==> config.mk <==
export PLATFORM = sky130hd
export DESIGN_NAME = hex_keypad_scan
export DESIGN_NICKNAME = d
export VERILOG_FILES = /design/src/rtl/hex_keypad_pkg.sv /design/src/rtl/hex_keypad_scan_frame_sampler.sv /design/src/rtl/hex_keypad_scan.sv
export SDC_FILE = /design/constraint.sdc
export NUM_CORES = 1
export LEC_CHECK = 0
export CORE_MARGIN = 5
export CORE_UTILIZATION = 26
export DETAILED_ROUTE_END_ITERATION = 8
export PLACE_DENSITY_LB_ADDON = 0.1
export SYNTH_ARGS = -nofsm -noshare
export SYNTH_HDL_FRONTEND = slang
export SYNTH_SLANG_ARGS = --single-unit
==> constraint.sdc <==
create_clock -name clk -period 6.1 [get_ports clk]
set_input_delay 1.22 -clock clk [delete_from_list [all_inputs] [get_ports clk]]
set_output_delay 1.22 -clock clk [all_outputs]
set_load 0.05 [all_outputs]
==> src/rtl/hex_keypad_pkg.sv <==
// hex_keypad_pkg: shared types, column strobes and keymap for the hex keypad scanner
package hex_keypad_pkg;
  typedef enum logic [1:0] {ST_IDLE, ST_DEB_PRESS, ST_PRESSED, ST_DEB_REL} state_e;
  typedef enum logic [1:0] {RES_NONE, RES_SINGLE, RES_MULTI} result_e;
  localparam logic [3:0] COL0_STROBE = 4'b0111;
  localparam logic [3:0] COL1_STROBE = 4'b1011;
  localparam logic [3:0] COL2_STROBE = 4'b1101;
  localparam logic [3:0] COL3_STROBE = 4'b1110;
  // Nibbles in reading order: row0 col0 is the top nibble, row3 col3 the bottom one.
  localparam logic [63:0] KEYMAP = 64'h123A_456B_789C_E0FD;
  function automatic logic [3:0] map_key(input logic [1:0] row, input logic [1:0] col);
    return KEYMAP[{~row, ~col, 2'b00} +: 4];
  endfunction
endpackage

==> src/rtl/hex_keypad_scan_frame_sampler.sv <==
// keypad_frame_sampler: scans columns, synchronises rows and classifies each full frame
module keypad_frame_sampler import hex_keypad_pkg::*; #(
  parameter int SCAN_W = 10
) (
  input  logic       clk,
  input  logic       rst_n,
  input  logic [3:0] row_in,
  output logic [3:0] col_drive,
  output logic       frame_done,
  output result_e    res,
  output logic [3:0] code
);
  logic [SCAN_W-1:0] cnt_q;
  logic [3:0] sync1_q, sync2_q;
  logic [15:0] acc_q, acc_d;
  logic frame_done_q;
  logic [1:0] col;
  logic sample;
  logic [4:0] n;
  logic [3:0] idx;
  assign col = cnt_q[SCAN_W-1 -: 2];
  assign sample = &cnt_q[SCAN_W-3:0];
  assign frame_done = frame_done_q;
  assign col_drive = col == 2'd0 ? COL0_STROBE : col == 2'd1 ? COL1_STROBE :
                     col == 2'd2 ? COL2_STROBE : COL3_STROBE;
  // Accumulator bit {row,col} holds the active-low row level; idle frames read all ones.
  always_comb begin
    acc_d = frame_done_q ? '1 : acc_q;
    for (int r = 0; r < 4; r++) if (sample) acc_d[{2'(r), col}] = sync2_q[r];
  end
  // Count pressed positions and remember the one found, to classify the finished frame.
  always_comb begin
    n = 5'd0;
    idx = 4'd0;
    for (int i = 0; i < 16; i++) if (!acc_q[4'(i)]) begin
      n = n + 5'd1;
      idx = 4'(i);
    end
    res = n == 5'd0 ? RES_NONE : n == 5'd1 ? RES_SINGLE : RES_MULTI;
    code = map_key(idx[3:2], idx[1:0]);
  end
  // Scan counter, two-flop row synchroniser, accumulator and end-of-frame strobe.
  always_ff @(posedge clk or negedge rst_n) begin
    if (!rst_n) begin
      cnt_q <= '0;
      sync1_q <= '1;
      sync2_q <= '1;
      acc_q <= '1;
      frame_done_q <= 1'b0;
    end else begin
      cnt_q <= cnt_q + 1'b1;
      sync1_q <= row_in;
      sync2_q <= sync1_q;
      acc_q <= acc_d;
      frame_done_q <= &cnt_q;
    end
  end
endmodule

==> src/rtl/hex_keypad_scan.sv <==
// hex_keypad_scan: debounced 4x4 keypad scanner with press pulse and 4-digit entry register
module hex_keypad_scan import hex_keypad_pkg::*; #(
  parameter int SCAN_W = 10,
  parameter int DEBOUNCE_FRAMES = 4
) (
  input  logic        clk,
  input  logic        rst_n,
  input  logic [3:0]  row_in,
  input  logic        clr,
  output logic [3:0]  col_drive,
  output logic [3:0]  key_code,
  output logic        key_valid,
  output logic        key_held,
  output logic [15:0] entered_number
);
  localparam logic [3:0] DF = 4'(DEBOUNCE_FRAMES);
  state_e state_q, state_d;
  result_e res;
  logic frame_done, accept;
  logic [3:0] code, cand_q, cand_d, cnt_q, cnt_d, cnt_inc, code_q, code_d;
  logic valid_q, valid_d;
  logic [15:0] num_q, num_d;
  keypad_frame_sampler #(.SCAN_W(SCAN_W)) u_sampler (
    .clk(clk),
    .rst_n(rst_n),
    .row_in(row_in),
    .col_drive(col_drive),
    .frame_done(frame_done),
    .res(res),
    .code(code)
  );
  assign cnt_inc = cnt_q + 4'd1;
  // Debounce FSM advances once per frame; accept fires on the frame that completes a press.
  always_comb begin
    state_d = state_q;
    cand_d = cand_q;
    cnt_d = cnt_q;
    accept = 1'b0;
    if (frame_done) case (state_q)
      ST_IDLE: if (res == RES_SINGLE) begin
        cand_d = code;
        cnt_d = 4'd1;
        accept = DF == 4'd1;
        state_d = accept ? ST_PRESSED : ST_DEB_PRESS;
      end
      ST_DEB_PRESS: if (res == RES_SINGLE && code == cand_q) begin
        cnt_d = cnt_inc;
        accept = cnt_inc == DF;
        state_d = accept ? ST_PRESSED : ST_DEB_PRESS;
      end else state_d = ST_IDLE;
      ST_PRESSED: if (res == RES_NONE) begin
        cnt_d = 4'd1;
        state_d = DF == 4'd1 ? ST_IDLE : ST_DEB_REL;
      end
      ST_DEB_REL: if (res == RES_NONE) begin
        cnt_d = cnt_inc;
        state_d = cnt_inc == DF ? ST_IDLE : ST_DEB_REL;
      end else state_d = ST_PRESSED;
      default: state_d = ST_IDLE;
    endcase
    valid_d = accept;
    code_d = accept ? cand_d : code_q;
    num_d = clr ? 16'h0000 : accept ? {num_q[11:0], cand_d} : num_q;
  end
  // State, debounce count and registered outputs.
  always_ff @(posedge clk or negedge rst_n) begin
    if (!rst_n) begin
      state_q <= ST_IDLE;
      cand_q <= 4'd0;
      cnt_q <= 4'd0;
      code_q <= 4'd0;
      valid_q <= 1'b0;
      num_q <= 16'h0000;
    end else begin
      state_q <= state_d;
      cand_q <= cand_d;
      cnt_q <= cnt_d;
      code_q <= code_d;
      valid_q <= valid_d;
      num_q <= num_d;
    end
  end
  assign key_code = code_q;
  assign key_valid = valid_q;
  assign key_held = state_q == ST_PRESSED || state_q == ST_DEB_REL;
  assign entered_number = num_q;
endmodule

Word level (Yosys, flattened, before mapping)
Index checks and enable logic that the tools add are counted.

storage, ports and cells
  bits in registers = 66
  latch bits = 0
  memory bits (writable) = 0
  bits in read-only memories = 0
  input bits = 7
  output and inout port bits = 26
  word-level logic and storage cells = 116
  memories = 0

cells by class
  $add $sub $neg = 9
  multipliers = 0
  div/mod/pow operators = 0
  order comparisons = 8
  equal/unequal tests = 13
  shift operators = 1
  mux-type cells = 57
  bitwise gates (word level) = 2
  reduce and logical (&&, ||, !) cells = 15

operators with widths
  cell                     count
  $mux 16                  7
  $bwmux 16                4
  $shiftx 64x7->4 const A  1
  $mux 4                   9
  $mux 5                   7
  $add 5x1->5 const B      6
  $mux 2                   11
  $pmux 4 s4               1
  $mux 3                   4
  $add 10x1->10 const B    1
  $lt 4x5->1 const B       2
  $reduce_and 10->1        1
  $mux 1                   9
  $demux 1 s2              4
  $ge 4x1->1 const B       2
  $ne 2x2->1 const B       4
  $pmux 2 s4               1
  $reduce_and 8->1         1
  $eq 2x1->1 const B       3
  $eq 2x2->1 const B       3
  $logic_not 2->1          3
  $eq 5x1->1 const B       1
  $logic_and 1x1->1        5
  $logic_not 5->1          1
  other kinds (14)         14

Logic depth before layout (Yosys ltp)
  depth after elaboration = 25
  mapped depth = 26
  mapped depth without buffers = 26

Cells and area by module
From an unflattened synthesis, not the netlist that was laid out.

unflattened totals
  cells, all modules = 320
  area total of the unflattened synthesis = 3168.0 um2

modules (own cells, without submodules)
  module                times used  cells an instance  area an instance (um2)  seq. area each (um2)
  keypad_frame_sampler  1           186                1681.6                  590.6
  hex_keypad_scan       1           134                1486.4                  775.7

Worst setup path before layout
OpenSTA, ideal clock, no wires.

  path kind = reg-to-reg
  start = register u_sampler.acc_q[1]
  end = register cnt_q[0]
  setup time = 125 ps
  data arrival time = 5556 ps
  required time = 5975 ps
  path slack = 419 ps
  stages on the path, launching flop included = 26
  buffers on the path = 0
  clock period less this slack = 5681 ps
  cell sequence = dfstp_2 -> inv_1 -> ha_1 -> xnor2_2 -> ha_1 -> nor2b_1 -> a31oi_1 -> inv_1 -> ha_1 -> nor2_1 -> a21oi_1 -> ha_1 -> nor2b_1 -> nor2_1 -> a21oi_1 -> ha_1 -> nand2_1 -> nand2_1 -> ha_1 -> xnor2_1 -> xnor3_1 -> and4bb_1 -> a31oi_1 -> or4_4 -> o21a_2 -> mux2_4

between the ends
  cells in the longest elaborated chain, start to end = 20

RTL lines
  element                                RTL line                                      text
  start, declared                        hex_keypad_scan_frame_sampler.sv:15           logic [15:0] acc_q, acc_d;
  start signal, assigned                 hex_keypad_scan_frame_sampler.sv:48           acc_q <= '1;
  start signal, assigned                 hex_keypad_scan_frame_sampler.sv:54           acc_q <= acc_d;
  $mux 5                                 hex_keypad_scan_frame_sampler.sv:35           for (int i = 0; i < 16; i++) if (!acc_q[4'(i)]) begin
  $add 5x1->5                            hex_keypad_scan_frame_sampler.sv:36           n = n + 5'd1;
  $mux 5                                 hex_keypad_scan_frame_sampler.sv:35
  $add 5x1->5                            hex_keypad_scan_frame_sampler.sv:36
  $mux 5                                 hex_keypad_scan_frame_sampler.sv:35
  $add 5x1->5                            hex_keypad_scan_frame_sampler.sv:36
  $mux 5                                 hex_keypad_scan_frame_sampler.sv:35
  $add 5x1->5                            hex_keypad_scan_frame_sampler.sv:36
  [3 not listed]                         --
  $add 5x1->5                            hex_keypad_scan_frame_sampler.sv:36
  $mux 5                                 hex_keypad_scan_frame_sampler.sv:35
  $eq 5x1->1                             hex_keypad_scan_frame_sampler.sv:39           res = n == 5'd0 ? RES_NONE : n == 5'd1 ? RES_SINGLE : RES_MULTI;
  $mux 2 (2 in a row)                    hex_keypad_scan_frame_sampler.sv:39
  $eq 2x1->1                             hex_keypad_scan.sv:40, hex_keypad_scan.sv:46
  $logic_and 1x1->1                      hex_keypad_scan.sv:46                         ST_DEB_PRESS: if (res == RES_SINGLE && code == cand_q) begin
  $ne 2x2->1 (no source line)            --
  $reduce_and 5->1 (no source line) (*)  --
  end signal, assigned                   hex_keypad_scan.sv:77                         cnt_q <= cnt_d;
  end, declared                          hex_keypad_scan.sv:20                         logic [3:0] code, cand_q, cand_d, cnt_q, cnt_d, cnt_inc, code_q, code_d;

Every way passes the cells marked *; elsewhere a longest branch is shown, timed or not.
A chain may end at the register's enable or synchronous reset.

Final worst setup path
Ends and elaborated chain as after synthesis.

==> impl_metrics.tcl <==
set metrics [dict create \
    cts_buffers 5 \
    whs_ns 0.357 \
    synthFlopType "dfrtp_1" \
    synth-seq-cells 54 \
    nFillCells 1249 \
    ios 33 \
    die_x_um 121 \
    peakVddDrop_v 0.000149 \
    worst_slack_ns 0.533 \
    grt_max_degree 55 \
    viasPerCell 4.59 \
    ys.warnings.count 0 \
    critical_path.slowest_cell "dfstp_2" \
    drive_above_1_share_pct 17.0 \
    drv_cap 0 \
    hold_viol_final 0 \
    diodes 0 \
    htreeDepth 2 \
    worstPathArrival_ns 5.75 \
    cp-start-kind "flip-flop" \
    synth_cells 302 \
    setup.worst_path.class "flip-flop to flip-flop" \
    slew_headroom_pct 54.6 \
    synth_edf_count 0 \
    dr.pass1.iters 4 \
    synth_area_um2 3200 \
    worst-endpoint-required_ns 6.28 \
    grt_usage_pct 9.70 \
    postSynth.asyncResetShare_pct 100 \
    holdPathStages 0 \
    syn_area_per_cell_um2 10.6 \
    fmax_ghz 0.180 \
    initial_utilization_pct 26.6 \
    yosys.cell_types.count 63 \
    min_period_ns 5.57 \
    crit_buf_inv 2 \
    drt_iter0_markers 73 \
    clock_sinks 54 \
    wire_per_inst_um 13.4 \
    grt_pass1_wl_um 11600 \
    rsz0062_at_grt "false" \
    synth_area_leaders "dfrtp_1 33%, dfstp_2 9.9%, mux2i_1 5.6%" \
    clkLatencyLatePin_ns 0.30 \
    postCtsHoldBufs 0 \
    timing.rr.start "u_sampler.acc_q[1]" \
    cellLeakagePower_uw 0.00157 \
    grt_pass1_vias 2393 \
    hold_start "u_sampler.sync1_q[1]" \
    skew_ns 0.00568 \
    clockBufferDepth 2 \
    fin_nets 356 \
    rrSetupSlack_ns 0.53 \
    rows 40 \
    post-route-drc-count 0 \
    fin_util_pct 32.8 \
    cts_tree "yes" \
    dieHeight_um 121 \
    hp-class "flip-flop to flip-flop" \
    end_kind "flip-flop" \
    total_power_uw 741 \
    cts.root.buffer_cell "clkbuf_16" \
    r2r.worst_path.cells 25 \
    area_growth_pct 23.1 \
    path_max_fanout 5 \
    syn_nets 318 \
    vias 2242 \
    synth_top_area_share_pct 32.9 \
    clkTransAtPathRegs_ns 0.07 \
    yosysSeqAreaShare_pct 42.7 \
    dp_hpwl_um 4790 \
    grt-ovfl-total 0 \
    io_buffer_count 30 \
    max_stage_delay_ns 0.57 \
    gp_congestion 0.741 \
    finalCritPeriodShare_pct 91.3 \
    synth_largest_area_cell "dfrtp_1" \
    routed_wl_um 6530 \
    synth.most_common_cell "dfrtp_1" \
    synth_commonest_cells "42 x dfrtp_1, 27 x nand2b_1, 20 x nor2_1, 19 x nand2_1, 18 x mux2i_1" \
    tns_ns 0 \
    power_density_nw_per_um2 188 \
    cp_common_cell "ha_1" \
    outcome "finished, final reports clean" \
    setup_viol 0 \
    min_to "u_sampler.sync2_q[1]" \
    ant_nets 0 \
    core_area_um2 12000 \
    place_ws_ns 0.384 \
    die-area_um2 14600 \
    antenna_found_initial 0 \
    rr_endpoint "cnt_q[0]" \
    maxSlewViolCount 0 \
    cp_top_family "adder cells" \
    worstMarginPinSlew_ns 0.682 \
]
## cells in the final DEF, fill, tap and decap left out, types with 2 or more instances in the layout
master / Yosys / routed
dfrtp_1: 42 / 42
xor2_1: 2 / 2
xor2_2: 3 / 3
mux2_4: 2 / 2
mux2i_1: 18 / 18
ha_1: 9 / 9
xnor2_2: 2 / 2
nor4_4: 2 / 2
nor2b_1: 5 / 5
nand2_1: 19 / 19
a31oi_1: 4 / 4
o211a_1: 2 / 2
nor3_1: 3 / 3
o21ai_0: 8 / 8
a211o_1: 3 / 3
dfstp_2: 12 / 12
and3_1: 4 / 4
xnor2_1: 17 / 17
buf_4: 1 / 14
inv_1: 12 / 12
nand3_1: 14 / 14
clkdlybuf4s50_1: 0 / 29
nand2b_1: 27 / 27
mux2_1: 7 / 7
o211ai_1: 5 / 5
or2_2: 3 / 3
nand4_1: 2 / 2
a21oi_1: 5 / 4
a211oi_1: 4 / 4
nand3b_1: 2 / 2
nor2_1: 20 / 19
xnor3_1: 2 / 2
bufinv_16: 0 / 2
clkbuf_16: 0 / 5
## worst register-to-register path, stage by stage, from the launching register on
cell and delay (ns):
dfstp_2 0.57, inv_1 0.05, ha_1 0.37, xnor2_2 0.18, ha_1 0.31, nor2b_1 0.15, a31oi_1 0.21, inv_1 0.07
ha_1 0.34, nor2_1 0.11, a21oi_1 0.05, ha_1 0.28, nor2b_1 0.20, nor2_2 0.07, a21oi_2 0.14, ha_1 0.26
nand2_1 0.09, nand2_1 0.06, ha_1 0.21, xnor2_1 0.17, xnor3_1 0.27, and4bb_1 0.28, a31oi_1 0.05, or4_4 0.51
o21a_2 0.18, mux2_4 0.30
## area by class of cell
cell class                      instances  area, um2  share of cell area (%)
Tap cell                              147        184                    4.67
Clock buffer                            5        125                    3.18
Clock inverter                          3       68.8                    1.75
Inverter                               13       48.8                    1.24
Timing Repair Buffer                   45        420                    10.7
Multi-Input combinational cell        221       1720                    43.8
Sequential cell                        54       1370                    34.7
## logic make-up after synthesis
| group | after synthesis | share of synthesized area [%] |
|---|---|---|
| flops | 54 | 42.7 |
| fa+ha+maj | 9 | 3.52 |
| simple gates | 110 | 19.9 |
| xor+xnor | 26 | 9.16 |
| compound gates | 49 | 12.1 |
| buf+inv | 27 | 3.60 |
| mux | 27 | 9.04 |
## per-layer routing
metal  track usage (%)  vias up  wire length (um)
met5                 0        -                 0
met4              3.40        0                98
met3              2.75        7               286
met2              15.2       25              2940
met1              12.8     1069              3200
li1                  -     1141                 -
## sequential cells by signal (all words and copies together) (netlist names)
name                  cells
u_sampler.sync2_q         2
key_code                  4
entered_number           16
u_sampler.cnt_q          10
u_sampler.sync1_q         2
u_sampler.acc_q           8
u_sampler.frame_done      1
cand_q                    4
key_valid                 1
cnt_q                     4
state_q                   2
## worst max path at each step
| stage | from | end | slack (ns) | cells past startpoint |
|---|---|---|---|---|
| 2_1_floorplan | u_sampler.acc_q[1] | cnt_q[0] | 0.42 | 25 |
| 3_3_place_gp | u_sampler.acc_q[1] | key_code[1] | 0.40 | 26 |
| 3_5_place_dp | u_sampler.acc_q[1] | cnt_q[0] | 0.38 | 25 |
| 4_1_cts | u_sampler.acc_q[1] | key_code[0] | 0.34 | 26 |
| 5_1_grt | u_sampler.acc_q[1] | key_code[3] | 0.03 | 27 |
| 6_report | u_sampler.acc_q[1] | cnt_q[0] | 0.53 | 25 |
## stage by stage
step,instances,area [um2]
2_1_floorplan,302,3200
3_3_place_gp,479,3730
3_5_place_dp,479,3730
4_1_cts,487,3920
5_1_grt,488,3940
6_report,488,3940
## repair_timing
item | 4_1_cts | 5_1_grt
setup endpoints to repair | 0 | 17
buffers inserted | 0 | 1
resized for setup | 0 | 2
endpoints found under the hold margin | 0 | 0
## report_power, final
group	switching (uW)	total, uW	internal [uW]
Combinational	8.33	12.6	4.22
Sequential	0.933	361	361
Clock	131	367	236
Total	141	741	601
No activity file was read; power rests on OpenSTA's default activity.
